**config.mk**
```make
export PLATFORM = sky130hd
export DESIGN_NAME = aether_mem_initiator
export DESIGN_NICKNAME = d
export VERILOG_FILES = /design/src/rtl/aether_mem_pkg.sv /design/src/rtl/sync_fifo.sv /design/src/rtl/aether_mem_initiator.sv
export SDC_FILE = /design/constraint.sdc
export NUM_CORES = 1
export LEC_CHECK = 0
export CAP_MARGIN = 20
export CORE_MARGIN = 2
export CORE_UTILIZATION = 35
export CTS_BUF_LIST = sky130_fd_sc_hd__clkbuf_8
export CTS_CLUSTER_DIAMETER = 60
export CTS_CLUSTER_SIZE = 25
export DETAILED_ROUTE_END_ITERATION = 8
export PLACE_DENSITY = 0.62
export SLEW_MARGIN = 5
export SYNTH_ARGS = -nofsm -noshare
export SYNTH_HDL_FRONTEND = slang
export SYNTH_HIERARCHICAL = 1
export SYNTH_SLANG_ARGS = --single-unit
```
**constraint.sdc**
```tcl
create_clock -name clk_i -period 6.5 [get_ports clk_i]
set_input_delay 0.65 -clock clk_i [delete_from_list [all_inputs] [get_ports clk_i]]
set_output_delay 0.65 -clock clk_i [all_outputs]
set_load 0.02 [all_outputs]
```
**src/rtl/aether_mem_pkg.sv**
```systemverilog
// Shared types for the Aether memory task interface: engine command encoding,
// initiator FSM states and inclusive-range length arithmetic.
package aether_mem_pkg;

  typedef enum logic [1:0] {
    MEM_IDLE  = 2'd0,
    MEM_WRITE = 2'd1,
    MEM_READ  = 2'd2
  } mem_cmd_e;

  typedef enum logic [1:0] {
    ST_IDLE,
    ST_ISSUE,
    ST_RUN,
    ST_FLUSH
  } init_state_e;

  // 33-bit so that 0..0xFFFFFFFF yields 2^32 instead of wrapping to 0.
  function automatic logic [32:0] range_len(input logic [31:0] first, input logic [31:0] last);
    return {1'b0, last} - {1'b0, first} + 33'd1;
  endfunction

endpackage

```
**src/rtl/sync_fifo.sv**
```systemverilog
// Single-clock FIFO with a registered head word; a push into an empty FIFO is
// visible on data_o one cycle later.
module sync_fifo #(
  parameter int Width = 16,
  parameter int Depth = 16
) (
  input  logic                     clk_i,
  input  logic                     rst_i,
  input  logic                     push_i,
  input  logic [Width-1:0]         data_i,
  input  logic                     pop_i,
  output logic [Width-1:0]         data_o,
  output logic                     full_o,
  output logic                     empty_o,
  output logic [$clog2(Depth):0]   count_o
);

  localparam int AW = $clog2(Depth);

  logic [Width-1:0] mem_q [Depth];
  logic [AW-1:0]    wr_ptr_q, rd_ptr_q, rd_ptr_d;
  logic [AW:0]      count_q;
  logic [Width-1:0] head_q, head_d;
  logic             pop_eff, push_eff;

  assign empty_o  = (count_q == '0);
  assign full_o   = (count_q == (AW+1)'(Depth));
  assign pop_eff  = pop_i && !empty_o;
  // A full FIFO still accepts a push when a pop frees a slot in the same cycle.
  assign push_eff = push_i && (!full_o || pop_eff);
  assign rd_ptr_d = pop_eff ? rd_ptr_q + AW'(1) : rd_ptr_q;
  // Bypass when the next head is the word being written this cycle.
  assign head_d   = (push_eff && (rd_ptr_d == wr_ptr_q)) ? data_i : mem_q[rd_ptr_d];
  assign data_o   = head_q;
  assign count_o  = count_q;

  always_ff @(posedge clk_i) begin
    if (push_eff) mem_q[wr_ptr_q] <= data_i;
  end

  always_ff @(posedge clk_i) begin
    if (rst_i) begin
      wr_ptr_q <= '0;
      rd_ptr_q <= '0;
      count_q  <= '0;
      head_q   <= '0;
    end else begin
      if (push_eff) wr_ptr_q <= wr_ptr_q + AW'(1);
      rd_ptr_q <= rd_ptr_d;
      count_q  <= count_q + (AW+1)'(push_eff) - (AW+1)'(pop_eff);
      head_q   <= head_d;
    end
  end

endmodule

```
**src/rtl/aether_mem_initiator.sv**
```systemverilog
// Requesting side of the Aether memory task interface: admits block-transfer
// requests, issues one-cycle engine commands and moves data through two FIFOs.
module aether_mem_initiator
  import aether_mem_pkg::*;
#(
  parameter int          FifoDepth     = 16,
  parameter int unsigned TimeoutCycles = 65535
) (
  input  logic        clk_i,
  input  logic        rst_i,
  input  logic        req_valid_i,
  output logic        req_ready_o,
  input  logic        req_write_i,
  input  logic [31:0] req_start_i,
  input  logic [31:0] req_end_i,
  input  logic [15:0] wr_data_i,
  input  logic        wr_valid_i,
  output logic        wr_ready_o,
  output logic [15:0] rd_data_o,
  output logic        rd_valid_o,
  input  logic        rd_ready_i,
  output logic        done_o,
  output logic        err_o,
  output logic [1:0]  mem_command_o,
  output logic [31:0] mem_start_o,
  output logic [31:0] mem_end_o,
  output logic        mem_en_o,
  output logic [15:0] mem_data_write_o,
  input  logic        mem_write_ready_i,
  input  logic        mem_read_valid_i,
  input  logic [15:0] mem_data_read_i,
  input  logic        mem_task_finished_i,
  input  logic        mem_running_i
);

  localparam int CW = $clog2(FifoDepth) + 1;

  init_state_e state_q;
  mem_cmd_e    cmd_q;
  logic        dir_write_q, done_q, err_q;
  logic [31:0] start_q, end_q, cnt_q;
  logic [32:0] cnt_d, req_len, rd_free;
  logic        accept, reject, timeout_hit;
  logic        wr_push, wr_pop, wr_full, wr_empty;
  logic        rd_push, rd_pop, rd_full, rd_empty;
  logic [CW-1:0] wr_count, rd_count;

  assign req_ready_o = !rst_i && (state_q == ST_IDLE) && !mem_running_i;
  assign accept      = req_valid_i && req_ready_o;
  assign req_len     = range_len(req_start_i, req_end_i);
  assign rd_free     = 33'(FifoDepth) - 33'(rd_count);
  assign reject      = (req_end_i < req_start_i) || (!req_write_i && (req_len > rd_free));
  assign cnt_d       = {1'b0, cnt_q} + 33'd1;
  assign timeout_hit = (TimeoutCycles != 0) && (cnt_d == 33'(TimeoutCycles));

  assign mem_command_o = rst_i ? MEM_IDLE : cmd_q;
  assign mem_en_o      = !rst_i && (state_q == ST_RUN) && dir_write_q && !wr_empty;
  assign mem_start_o   = start_q;
  assign mem_end_o     = end_q;
  assign done_o        = done_q;
  assign err_o         = err_q;

  assign wr_ready_o = !rst_i && !wr_full;
  assign wr_push    = wr_valid_i && wr_ready_o;
  assign wr_pop     = mem_en_o && mem_write_ready_i;
  // FLUSH still captures a valid word the engine presents alongside finish.
  assign rd_push    = !dir_write_q && ((state_q == ST_RUN) || (state_q == ST_FLUSH)) && mem_read_valid_i;
  assign rd_valid_o = !rd_empty;
  assign rd_pop     = rd_ready_i && rd_valid_o;

  always_ff @(posedge clk_i) begin
    if (rst_i) begin
      state_q     <= ST_IDLE;
      cmd_q       <= MEM_IDLE;
      dir_write_q <= 1'b0;
      start_q     <= '0;
      end_q       <= '0;
      cnt_q       <= '0;
      done_q      <= 1'b0;
      err_q       <= 1'b0;
    end else begin
      cmd_q  <= MEM_IDLE;
      done_q <= 1'b0;
      err_q  <= 1'b0;
      unique case (state_q)
        ST_IDLE: begin
          if (accept) begin
            if (reject) begin
              err_q <= 1'b1;
            end else begin
              state_q     <= ST_ISSUE;
              dir_write_q <= req_write_i;
              start_q     <= req_start_i;
              end_q       <= req_end_i;
              cmd_q       <= req_write_i ? MEM_WRITE : MEM_READ;
            end
          end
        end
        ST_ISSUE: begin
          state_q <= ST_RUN;
          cnt_q   <= '0;
        end
        ST_RUN: begin
          if (mem_task_finished_i) begin
            state_q <= ST_FLUSH;
            done_q  <= 1'b1;
          end else if (timeout_hit) begin
            state_q <= ST_IDLE;
            err_q   <= 1'b1;
          end else begin
            cnt_q <= cnt_d[31:0];
          end
        end
        ST_FLUSH: state_q <= ST_IDLE;
        default:  state_q <= ST_IDLE;
      endcase
    end
  end

  sync_fifo #(.Width(16), .Depth(FifoDepth)) u_wr_fifo (
    .clk_i   (clk_i),
    .rst_i   (rst_i),
    .push_i  (wr_push),
    .data_i  (wr_data_i),
    .pop_i   (wr_pop),
    .data_o  (mem_data_write_o),
    .full_o  (wr_full),
    .empty_o (wr_empty),
    .count_o (wr_count)
  );

  sync_fifo #(.Width(16), .Depth(FifoDepth)) u_rd_fifo (
    .clk_i   (clk_i),
    .rst_i   (rst_i),
    .push_i  (rd_push),
    .data_i  (mem_data_read_i),
    .pop_i   (rd_pop),
    .data_o  (rd_data_o),
    .full_o  (rd_full),
    .empty_o (rd_empty),
    .count_o (rd_count)
  );

  // Admission reserves room for every read word, so overflow means an engine fault.
  a_rd_no_overflow: assert property (@(posedge clk_i) disable iff (rst_i)
    !(rd_push && rd_full && !rd_pop));
  a_wr_count_consistent: assert property (@(posedge clk_i) disable iff (rst_i)
    wr_empty == (wr_count == '0));

endmodule

```
==> results.cfg <==
[drt]
dr.pass1.iters = 8
drt_iter0_markers = 2083
wl_mm = 93.6
num_vias = 24400
avgRoutedWirePerCell_um = 21.2
route.detailed.drc = 0
ant_nets = 0
viasPerCell = 5.53

[timing]
post-route-worst-setup-slack_ps = 840
worst_pin_slew_ps = 1170
period_minus_slack_ps = 5660
fmax_ghz = 0.177
fin_crit_sh_pct = 87.1
setup_viol = 0
drv_slew = 0
timing.final.hold_violations = 0
finalClockSkew_ps = 77.9
max_slew_margin_pct = 21.8
rsz0062_at_grt = false
setup-tns-final_ps = 0

[yosys]
syn_area_um2 = 35600
synth.net_count = 3081
syn_inst = 2835
yosysWarnings = 6
syn_avg_cell_area_um2 = 12.6

[global_routing]
grt_max_degree = 129
grt_remaining_overflow = 0
track_usage_pct = 17.7
antenna_found_initial = 2
grt_pass1_wl_mm = 142
grt_pass1_vias = 23600

[place]
port_buffers = 209
hpwl_mm = 59.8
pre_cts_ws_ps = 111
place_congestion = 0.829

[cts]
cts.sinks = 673
ctsResizeCount = 0
cts_root_buf = clkbuf_8
tritoncts = done
clockBufferDepth = 3
insertion_delay_ps = 820
postCtsSetupBuffers = 0
cts_buffers = 59
clkTransAtPathRegs_ps = 100
cts_htree_levels = 2
ctsHoldBuffers = 0

[critical_path]
crit_path_max_fanout = 42
timing_worst_setup_path_type = primary input to register
cp.depth = 27
setup.worst_path.start_class = primary input
arrival_ps = 6340
slowest_stage = or4b_2
r2r-start = u_wr_fifo/count_o[2]
worstPathRequired_ps = 7180
cp_top_family = compound AO/OA/AOI/OAI gates
r2r_cells = 13
r2r_slack_ps = 1550
worst_r2r_endpoint = u_wr_fifo/data_o[4]
critPathCaptureType = register
critPathBufInv = 5
critPathMaxStageDelay_ps = 630

[pwr]
p_per_area_nw_per_um2 = 272
irDropWorstVdd_mv = 0.219
p_leak_nw = 13.0

[die]
dieArea_um2 = 104000
num_io_pins = 210
die_h_um = 323
die_w_um = 323
start_util_pct = 35.1
core-area_um2 = 101000
rows = 117

[finish]
layout-drive-gt1-share_pct = 13.6
nNetsFinal = 3236
area_delta_synth_final_pct = 14.8
final_core_util_pct = 40.3

[min_path]
min-delay-start = rst_i
hold_class = primary input to register
whs_endpoint = mem_end_o[0]
min_path_cells = 2

[job]
maxCapViolCount = 0

[status]
status = complete, no violations
[worst max path at each step]
stage | from | end | slack, ps
after floorplan | u_rd_fifo/count_o[1] | mem_end_o[0] | 870
after global placement | req_start_i[2] | mem_end_o[5] | 200
after CTS | req_start_i[2] | mem_end_o[6] | 940
final | req_start_i[1] | mem_end_o[6] | 840
after global routing | req_start_i[2] | mem_end_o[6] | 340
after detailed placement | req_start_i[2] | mem_end_o[6] | 110
[sequential cells by signal, indices dropped and copies added, names as in the netlist]
register,count
cmd_q,2
cnt_q,32
dir_write_q,1
done_o,1
err_o,1
mem_end_o,32
mem_start_o,32
state_q,2
u_rd_fifo/count_o,5
u_rd_fifo/data_o,16
u_rd_fifo/mem_q,256
u_rd_fifo/rd_ptr_q,4
u_rd_fifo/wr_ptr_q,4
u_wr_fifo/count_o,5
u_wr_fifo/data_o,16
u_wr_fifo/mem_q,256
u_wr_fifo/rd_ptr_q,4
u_wr_fifo/wr_ptr_q,4
[cell type report]
class | count | area, µm²
Clock inverter | 53 | 759
Fill cell | 9509 | 60500
Antenna cell | 3 | 7.51
Timing Repair Buffer | 283 | 2760
Tap cell | 1368 | 1710
Clock buffer | 59 | 812
Inverter | 111 | 432
Multi-Input combinational cell | 1862 | 15800
Sequential cell | 673 | 18600
[worst reg2reg max path, stage by stage (launching register included)]
cell	delay [ps]
dfxtp_1	360
inv_1	60
ha_1	200
or4b_1	520
inv_4	180
nor3b_1	380
and2_1	620
nand2_8	300
inv_4	610
a311oi_2	200
nand4b_2	270
buf_4	360
nor2_1	80
a311oi_1	630
[cells in the final DEF, fill, tap and decap left out, drive strengths merged, types with 122 or more instances in the layout]
master         count
inv              136
clkdlybuf4s50    208
nand2            153
o21ai            143
a21oi            219
mux2i            290
nor2             134
dfxtp            161
edfxtp           512
ha               122
mux4             145
[power by group]
part | internal, W | switching (W)
combinational | 0.00149 | 0.00175
sequential | 0.00473 | 0.000122
clock | 0.00118 | 0.00187
total | 0.00740 | 0.00374
[routing by layer]
layer  global-route usage, %  wire length, µm
met1                    24.9            42600
met2                    28.2            43200
met3                    2.47             5090
met4                    5.46             2660
met5                       0                0
[stage by stage]
step,hold slack [ps],instances,area [µm²],power (W)
4_1_cts,243,4404,40800,0.0113
5_1_grt,266,4411,40900,0.0117
2_1_floorplan,472,2835,35600,0.00731
3_5_place_dp,467,4292,39300,0.00821
3_3_place_gp,459,4288,39200,0.00817
6_report,321,4412,40900,0.0111
Note: power is estimated with default switching activity, not from simulation.
